**config.mk**
```make
export PLATFORM = sky130hd
export DESIGN_NAME = wb_commit_unit
export DESIGN_NICKNAME = d
export VERILOG_FILES = /design/src/rtl/wb_commit_unit.sv
export SDC_FILE = /design/constraint.sdc
export NUM_CORES = 1
export LEC_CHECK = 0
export CAP_MARGIN = 40
export CORE_MARGIN = 2
export CORE_UTILIZATION = 45
export CTS_CLUSTER_DIAMETER = 120
export DETAILED_ROUTE_END_ITERATION = 10
export PLACE_DENSITY = 0.73
export SLEW_MARGIN = 40
export SYNTH_ARGS = -nofsm -noshare
export SYNTH_HDL_FRONTEND = slang
export SYNTH_SLANG_ARGS = --single-unit
```
**constraint.sdc**
```tcl
create_clock -name clk -period 10.9 [get_ports clk]
set_clock_uncertainty 0.05 [all_clocks]
set_input_delay 1.09 -clock clk [delete_from_list [all_inputs] [get_ports clk]]
set_output_delay 1.09 -clock clk [all_outputs]
set_load 0.02 [all_outputs]
```
**src/rtl/wb_commit_unit.sv**
```systemverilog
// Write-back/commit stage for the N-thread in-order core with precise ITLB/DTLB exception arbitration.
// Optional macro WB_PERF_COUNTERS_EN adds per-thread retired counters and an exception counter.
//
//  state    | meaning
//  ---------+-------------------------------------------------------------
//  S_NORMAL | all threads commit; a TLB miss elects its thread as master
//  S_ACTIVE | only the master commits; others replay until the master irets
module wb_commit_unit #(
    parameter int                N_THREADS      = 4,
    parameter int                XLEN           = 32,
    parameter int                REG_AW         = 5,
    parameter int                VPN_W          = 20,
    parameter int                PPN_W          = 8,
    parameter logic [XLEN-1:0]   BOOT_PC_BASE   = 'h1000,
    parameter logic [XLEN-1:0]   BOOT_PC_STRIDE = 'h0,
    parameter logic [XLEN-1:0]   EXC_PC         = 'h2000,
    localparam int               TID_W          = (N_THREADS > 1) ? $clog2(N_THREADS) : 1
) (
    input  logic                 clk,
    input  logic                 rst,
    input  logic                 tl_valid,
    input  logic                 tl_ok,
    input  logic [TID_W-1:0]     tl_thread,
    input  logic [XLEN-1:0]      tl_pc,
    input  logic                 tl_itlb_miss,
    input  logic                 tl_dtlb_miss,
    input  logic [REG_AW-1:0]    tl_dst,
    input  logic [XLEN-1:0]      tl_data,
    input  logic [XLEN-1:0]      tl_mul,
    input  logic [XLEN-1:0]      tl_r2,
    input  logic                 tl_is_mul,
    input  logic                 tl_wr_reg,
    input  logic                 tl_jump,
    input  logic                 tl_branch,
    input  logic                 tl_taken,
    input  logic                 tl_iret,
    input  logic [1:0]           tl_tlbwr,
    output logic                 rf_wen,
    output logic [TID_W-1:0]     rf_thread,
    output logic [REG_AW-1:0]    rf_addr,
    output logic [XLEN-1:0]      rf_data,
    output logic                 itlb_wen,
    output logic                 dtlb_wen,
    output logic [VPN_W-1:0]     tlb_vpn,
    output logic [PPN_W-1:0]     tlb_ppn,
    output logic                 redir_en,
    output logic [TID_W-1:0]     redir_thread,
    output logic [XLEN-1:0]      redir_pc,
    output logic                 exc_en,
    output logic [TID_W-1:0]     exc_thread,
    output logic [XLEN-1:0]      exc_epc,
    output logic [XLEN-1:0]      exc_addr,
    output logic [1:0]           exc_cause,
    output logic                 priv,
    output logic                 dbl_fault
`ifdef WB_PERF_COUNTERS_EN
    ,
    output logic [XLEN-1:0]      retired [N_THREADS],
    output logic [XLEN-1:0]      exc_count
`endif
);

    typedef enum logic {
        S_NORMAL = 1'b0,
        S_ACTIVE = 1'b1
    } state_t;

    state_t            state;
    state_t            state_d;
    logic [TID_W-1:0]  master;
    logic [TID_W-1:0]  master_d;
    logic [XLEN-1:0]   wait_pc [N_THREADS];

    logic              thread_ok;
    logic              accept;
    logic              is_master;
    logic              fault;
    logic              enter_exc;
    logic              commit;
    logic              replay;
    logic              taken;
    logic              do_iret;

    logic              rf_wen_d;
    logic              itlb_wen_d;
    logic              dtlb_wen_d;
    logic              redir_en_d;
    logic [XLEN-1:0]   redir_pc_d;
    logic              wpc_we;
    logic [XLEN-1:0]   wpc_d;
    logic              priv_d;
    logic              dbl_d;

    // Ids beyond N_THREADS (non power-of-two configs) are treated as wrong-path.
    assign thread_ok = (32'(tl_thread) < N_THREADS);
    assign accept    = tl_valid && thread_ok && (tl_pc == wait_pc[tl_thread]);
    assign is_master = (tl_thread == master);
    assign fault     = !tl_ok && (tl_itlb_miss || tl_dtlb_miss);
    assign enter_exc = accept && (state == S_NORMAL) && fault;
    assign commit    = accept && tl_ok && ((state == S_NORMAL) || is_master);
    assign replay    = accept && !commit && !enter_exc;
    assign taken     = tl_jump && (!tl_branch || tl_taken);
    assign do_iret   = commit && taken && tl_iret;

    assign exc_en     = (state == S_ACTIVE);
    assign exc_thread = master;

    always_ff @(posedge clk) begin
        if (rst) begin
            state  <= S_NORMAL;
            master <= '0;
        end else begin
            state  <= state_d;
            master <= master_d;
        end
    end

    always_comb begin
        state_d  = state;
        master_d = master;
        case (state)
            S_NORMAL: begin
                if (enter_exc) begin
                    state_d  = S_ACTIVE;
                    master_d = tl_thread;
                end
            end
            S_ACTIVE: begin
                if (do_iret) begin
                    state_d = S_NORMAL;
                end
            end
            default: state_d = S_NORMAL;
        endcase
    end

    always_comb begin
        rf_wen_d   = commit && tl_wr_reg;
        itlb_wen_d = commit && (tl_tlbwr == 2'd1);
        dtlb_wen_d = commit && (tl_tlbwr == 2'd2);
        redir_en_d = enter_exc || replay || (commit && taken);
        redir_pc_d = redir_pc;
        wpc_we     = enter_exc || commit;
        wpc_d      = tl_pc + XLEN'(4);
        priv_d     = priv;
        dbl_d      = dbl_fault;
        if (enter_exc) begin
            redir_pc_d = EXC_PC;
            wpc_d      = EXC_PC;
            priv_d     = 1'b1;
        end else if (replay) begin
            redir_pc_d = tl_pc;
            // Only the master can fault while already in the handler.
            if ((state == S_ACTIVE) && is_master && fault) begin
                dbl_d = 1'b1;
            end
        end else if (commit && taken) begin
            redir_pc_d = tl_iret ? exc_epc : tl_data;
            wpc_d      = redir_pc_d;
            if (tl_iret) begin
                priv_d = 1'b0;
            end
        end
    end

    always_ff @(posedge clk) begin
        if (rst) begin
            rf_wen       <= 1'b0;
            rf_thread    <= '0;
            rf_addr      <= '0;
            rf_data      <= '0;
            itlb_wen     <= 1'b0;
            dtlb_wen     <= 1'b0;
            tlb_vpn      <= '0;
            tlb_ppn      <= '0;
            redir_en     <= 1'b0;
            redir_thread <= '0;
            redir_pc     <= '0;
            exc_epc      <= '0;
            exc_addr     <= '0;
            exc_cause    <= '0;
            priv         <= 1'b0;
            dbl_fault    <= 1'b0;
            for (int t = 0; t < N_THREADS; t++) begin
                wait_pc[t] <= BOOT_PC_BASE + XLEN'(t) * BOOT_PC_STRIDE;
            end
        end else begin
            rf_wen    <= rf_wen_d;
            itlb_wen  <= itlb_wen_d;
            dtlb_wen  <= dtlb_wen_d;
            redir_en  <= redir_en_d;
            priv      <= priv_d;
            dbl_fault <= dbl_d;
            if (rf_wen_d) begin
                rf_thread <= tl_thread;
                rf_addr   <= tl_dst;
                rf_data   <= tl_is_mul ? tl_mul : tl_data;
            end
            if (itlb_wen_d || dtlb_wen_d) begin
                tlb_vpn <= tl_data[VPN_W-1:0];
                tlb_ppn <= tl_r2[PPN_W-1:0];
            end
            if (redir_en_d) begin
                redir_thread <= tl_thread;
                redir_pc     <= redir_pc_d;
            end
            if (wpc_we) begin
                wait_pc[tl_thread] <= wpc_d;
            end
            // ITLB wins when both miss bits are set.
            if (enter_exc) begin
                exc_epc   <= tl_pc;
                exc_addr  <= tl_itlb_miss ? tl_pc : tl_data;
                exc_cause <= tl_itlb_miss ? 2'd1 : 2'd2;
            end
        end
    end

`ifdef WB_PERF_COUNTERS_EN
    always_ff @(posedge clk) begin
        if (rst) begin
            for (int t = 0; t < N_THREADS; t++) begin
                retired[t] <= '0;
            end
            exc_count <= '0;
        end else begin
            if (commit) begin
                retired[tl_thread] <= retired[tl_thread] + XLEN'(1);
            end
            if (enter_exc) begin
                exc_count <= exc_count + XLEN'(1);
            end
        end
    end
`endif

endmodule

```
[After elaboration in Yosys (flattened, before gate mapping)]
Memory sizes are Yosys's and may differ from the RTL's.
Index checks and enable logic that the tools add are counted.
Widths: inputs -> output; s select.
Storage, ports and cells
  memories: 1
  logic and storage cells: 87
  register bits after elaboration: 176
  memory bits (writable): 128
Memories
  wait_pc: depth 4, width 32, read ports 1, clocked after memory_dff 0, wr ports 4, RTL line 72  | logic [XLEN-1:0] wait_pc [N_THREADS];
Cells by class
  bitwise gates (word level): 2
  reduce and logical (&&, ||, !) cells: 35
  eq/ne operators: 5
  multiplexer cells: 25
  add/subtract/negate cells: 1
Operators by type and width (count)
  $mux 32: 10
  $add 32x3->32 const B: 1
  $eq 32x32->1: 1
  $reduce_or 32->1: 1
  $logic_and 1x1->1: 16
  $mux 1: 12
  $logic_or 1x1->1: 7
  $reduce_and 3->1: 2
  $logic_not 1->1: 4
  $mux 2: 2
  $reduce_and 2->1: 2
  $reduce_bool 2->1: 2
  $reduce_bool 3->1: 1
  $eq 2x1->1 const B: 1
  $eq 2x2->1: 1
  $eq 2x2->1 const B: 1
  $ne 2x2->1 const B: 1
  $not 1->1: 2
  $pmux 1 s2: 1

[Longest topological paths before layout]
An unclocked memory read counts as a cell.
  word-level depth: 11
  depth in mapped cells: 14
  mapped depth without buffers: 9

[Least setup slack after synthesis]
No wires, ideal clock.
  path kind: input to register
  start: in tl_thread[1]
  end: mem wait_pc[0][0] (enable)
  slack: 6206 ps
  stages on the path: 11
  arrival: 4256 ps
  library setup time: 388 ps
  buffers on the path: 4
  cell sequence: buf_2 > buf_4 > buf_2 > mux4_2 > xnor2_1 > o21ai_1 > nor4_2 > or3b_1 > buf_2 > nor3_1 > a21o_1
RTL lines
  from (decl): RTL line 23  | input logic [TID_W-1:0] tl_thread,
  to (decl): RTL line 72

==> impl_metrics.csv <==
group,metric,value,unit
outcome,status,"complete, no violations",
global_routing,grt_pass1_vias,10910,
sta,fmax,0.1856,GHz
clocking,postCtsSetupBuffers,0,
die,die_area,33530,um2
job,maxCapViolCount,0,
clocking,postCtsHoldBufs,0,
sta,rsz0062_at_grt,"no",
yosys,synth_ff_type,"dfxtp_1",
yosys,ys_ff_latch,304,
clocking,clk_pin_slew_worst_paths,0.06,ns
route,avgRoutedWirePerCell,22.47,um
critical_path,path_max_fanout,41,
yosys,yosysUniqueCellTypes,59,
sta,setup_slack,5.511,ns
route,viasPerCell,5.662,
route,wl,44390,um
yosys,synth.avg_cell_area,11.13,um2
clocking,cts_tree,"done",
yosys,synth_seq_area_share,51.03,%
die,rows,65,
route,drc,0,
yosys,ys_warn_count,0,
sta,setup_viol,0,
power,leakage,7.001,nW
global_routing,grt_pass1_wl,66750,um
power,p_int,1.928,mW
yosys,synth_area,14440,um2
final_layout,diodes,0,
sta,tns,0,ns
final_layout,multi_input_area,6566,um2
die,start_util,45.75,%
yosys,synthTopCellsByArea,"edfxtp_1, dfxtp_1, mux2i_1",
power,pwr-share-seq,47.7,%
critical_path,cp_data_required_time,11.06,ns
critical_path,cp.arrival,5.55,ns
sta,whs,0.4190,ns
sta,worstMarginPinSlew,0.7967,ns
route,vias,11190,
sta,slew_violations,0,
clocking,clock_path_buffers,3,
global_routing,antenna_found_initial,0,
clocking,htreeDepth,2,
final_layout,layout_commonest_cell,"clkdlybuf4s50_1",
global_routing,grt_max_degree,84,
critical_path,crit_path_end_kind,"flop",
power,total_power,2.525,mW
clocking,clk_latency,0.51,ns
global_routing,grt-ovfl-total,0,
yosys,async_flop_share,0,%
yosys,synth.net_count,1447,
power,p_sw,0.5968,mW
final_layout,fill_cells,2622,
critical_path,startpoint_type,"input pin",
global_routing,grt.total_usage,26.06,%
power,vdd_drop_max,0.0001133,V
final_layout,layout_common_cells,"clkdlybuf4s50_1, nor2_1, mux2i_1",
yosys,synth.top_cell.area_share,26.63,%
worst_hold_path,hold_class,"flop to flop",
sta,finalCritPeriodShare,49.44,%
route,drtIter0Drc,1001,
clocking,cts_root_buf,"clkbuf_16",
die,io_pins,325,
die,fp.dieH,183.1,um
route,first_pass_iters,5,
power,p_clk_share,43.0,%
sta,min_period,5.389,ns
power,powerDensity,134.5,nW/um2
yosys,synth-edff-count,128,
die,die-width,183.1,um
placed_design,dp_slack,5.109,ns
final_layout,postLayoutCoreUtil,59.48,%
clocking,cts_buffers,36,
power,p_sw_share,23.63,%
final_layout,area_growth,30.01,%
sta,hold_viol,0,
placed_design,port_buffers,300,
route,antenna_left,0,
power,comb_power_share,9.3,%
yosys,syn-instance-count,1297,
yosys,synth.largest_area_cell,"edfxtp_1",
placed_design,finalWeightedCongestion,0.8620,
clocking,ctsResizeCount,0,
final_layout,final_nets,1703,
sta,slew_headroom,46.74,%
die,coreArea,31560,um2
critical_path,path_class,"input pin to flop",
placed_design,post-dp-hpwl,31310,um
final_layout,register_area,7367,um2
clocking,cts_num_sinks,304,
final_layout,drive_above_1_share,11.63,%
==> worst max-delay path: stages <==
cell and delay [ns]:
buf_2 0.07, buf_4 0.54, mux4_2 0.63, xnor2_1 0.42, or4b_1 0.52, nor4_2 0.45, nand3_1 0.67, buf_4 0.49
mux2i_1 0.45, o211ai_1 0.16
==> power by group through the flow <==
stage | logic [mW] | registers, mW | clock network [mW]
final | 0.235 | 1.20 | 1.09
after floorplan | 0.130 | 1.23 | 0
after detailed placement | 0.232 | 1.23 | 0
after global routing | 0.249 | 1.20 | 1.14
after CTS | 0.234 | 1.20 | 1.09
after global placement | 0.228 | 1.23 | 0
==> logic make-up (layout without fill, tap and decap cells) <==
kind of cell               count (synthesis)  count (layout)  synth area share, %
buffers and inverters                    128             405                3.874
and+or+nand+nor                          376             376                11.24
adders and majority gates                  1               1              0.08666
AOI/OAI and AO/OA                        121             121                6.379
DFF                                      304             304                51.03
muxes                                    314             314                24.17
xor gates and xnor gates                  53              53                3.215
==> worst paths after layout <==
check / from / endpoint / slack (ns) / cells after the start
worst min-delay path: redir_pc[20]$_SDFFE_PP0P_ / redir_pc[20]$_SDFFE_PP0P_ / 0.42 / 1
worst max register to register: wait_pc[3][2]$_DFFE_PP_ / wait_pc[1][12]$_SDFFCE_PN1P_ / 6.51 / 8
worst min register to register: redir_pc[20]$_SDFFE_PP0P_ / redir_pc[20]$_SDFFE_PP0P_ / 0.42 / 1
worst max-delay path: tl_thread[0] / wait_pc[1][12]$_SDFFCE_PN1P_ / 5.51 / 10
==> through the flow <==
| stage | std cells | instance area (um2) |
|---|---|---|
| after floorplan | 1297 | 14440 |
| after global placement | 1913 | 17600 |
| after detailed placement | 1917 | 17730 |
| after CTS | 1976 | 18760 |
| after global routing | 1976 | 18770 |
| final | 1976 | 18770 |
==> per-layer routing <==
layer / GRT usage, % / part of all wire (%) / up-vias
met2: 44.56 / 48 / 505
met1: 33.54 / 41 / 5449
met5: 0 / 0 / -
met3: 4.984 / 7.7 / 80
li1: - / - / 5155
met4: 7.968 / 2.7 / 0
==> cell type report <==
class / count / share of cell area, %
Clock buffer: 48 / 5.207
Sequential cell: 304 / 39.25
Multi-Input combinational cell: 865 / 34.99
Inverter: 28 / 0.5600
Timing Repair Buffer: 318 / 17.02
Clock inverter: 11 / 0.2933
Tap cell: 402 / 2.680
==> synth_stat cells (7+ instances only) <==
| cell | count |
|---|---|
| a211oi_1 | 35 |
| a21oi_1 | 13 |
| buf_1 | 7 |
| buf_2 | 12 |
| clkbuf_1 | 70 |
| dfxtp_1 | 176 |
| edfxtp_1 | 128 |
| inv_1 | 28 |
| mux2_2 | 81 |
| mux2i_1 | 208 |
| mux4_2 | 19 |
| nand2_1 | 20 |
| nand3_1 | 17 |
| nand4_1 | 10 |
| nor2_1 | 280 |
| nor3_1 | 13 |
| o2bb2ai_1 | 34 |
| xnor2_1 | 44 |
| xor2_1 | 9 |
==> state kept, by name, indices dropped and copies added (netlist names), 2 cells and up <==
| signal | count |
|---|---|
| wait_pc | 128 |
| exc_addr | 32 |
| exc_epc | 32 |
| redir_pc | 32 |
| rf_data | 32 |
| tlb_vpn | 20 |
| tlb_ppn | 8 |
| rf_addr | 5 |
| exc_cause | 2 |
| exc_thread | 2 |
| redir_thread | 2 |
| rf_thread | 2 |
Power figures use the tool's default switching activity.
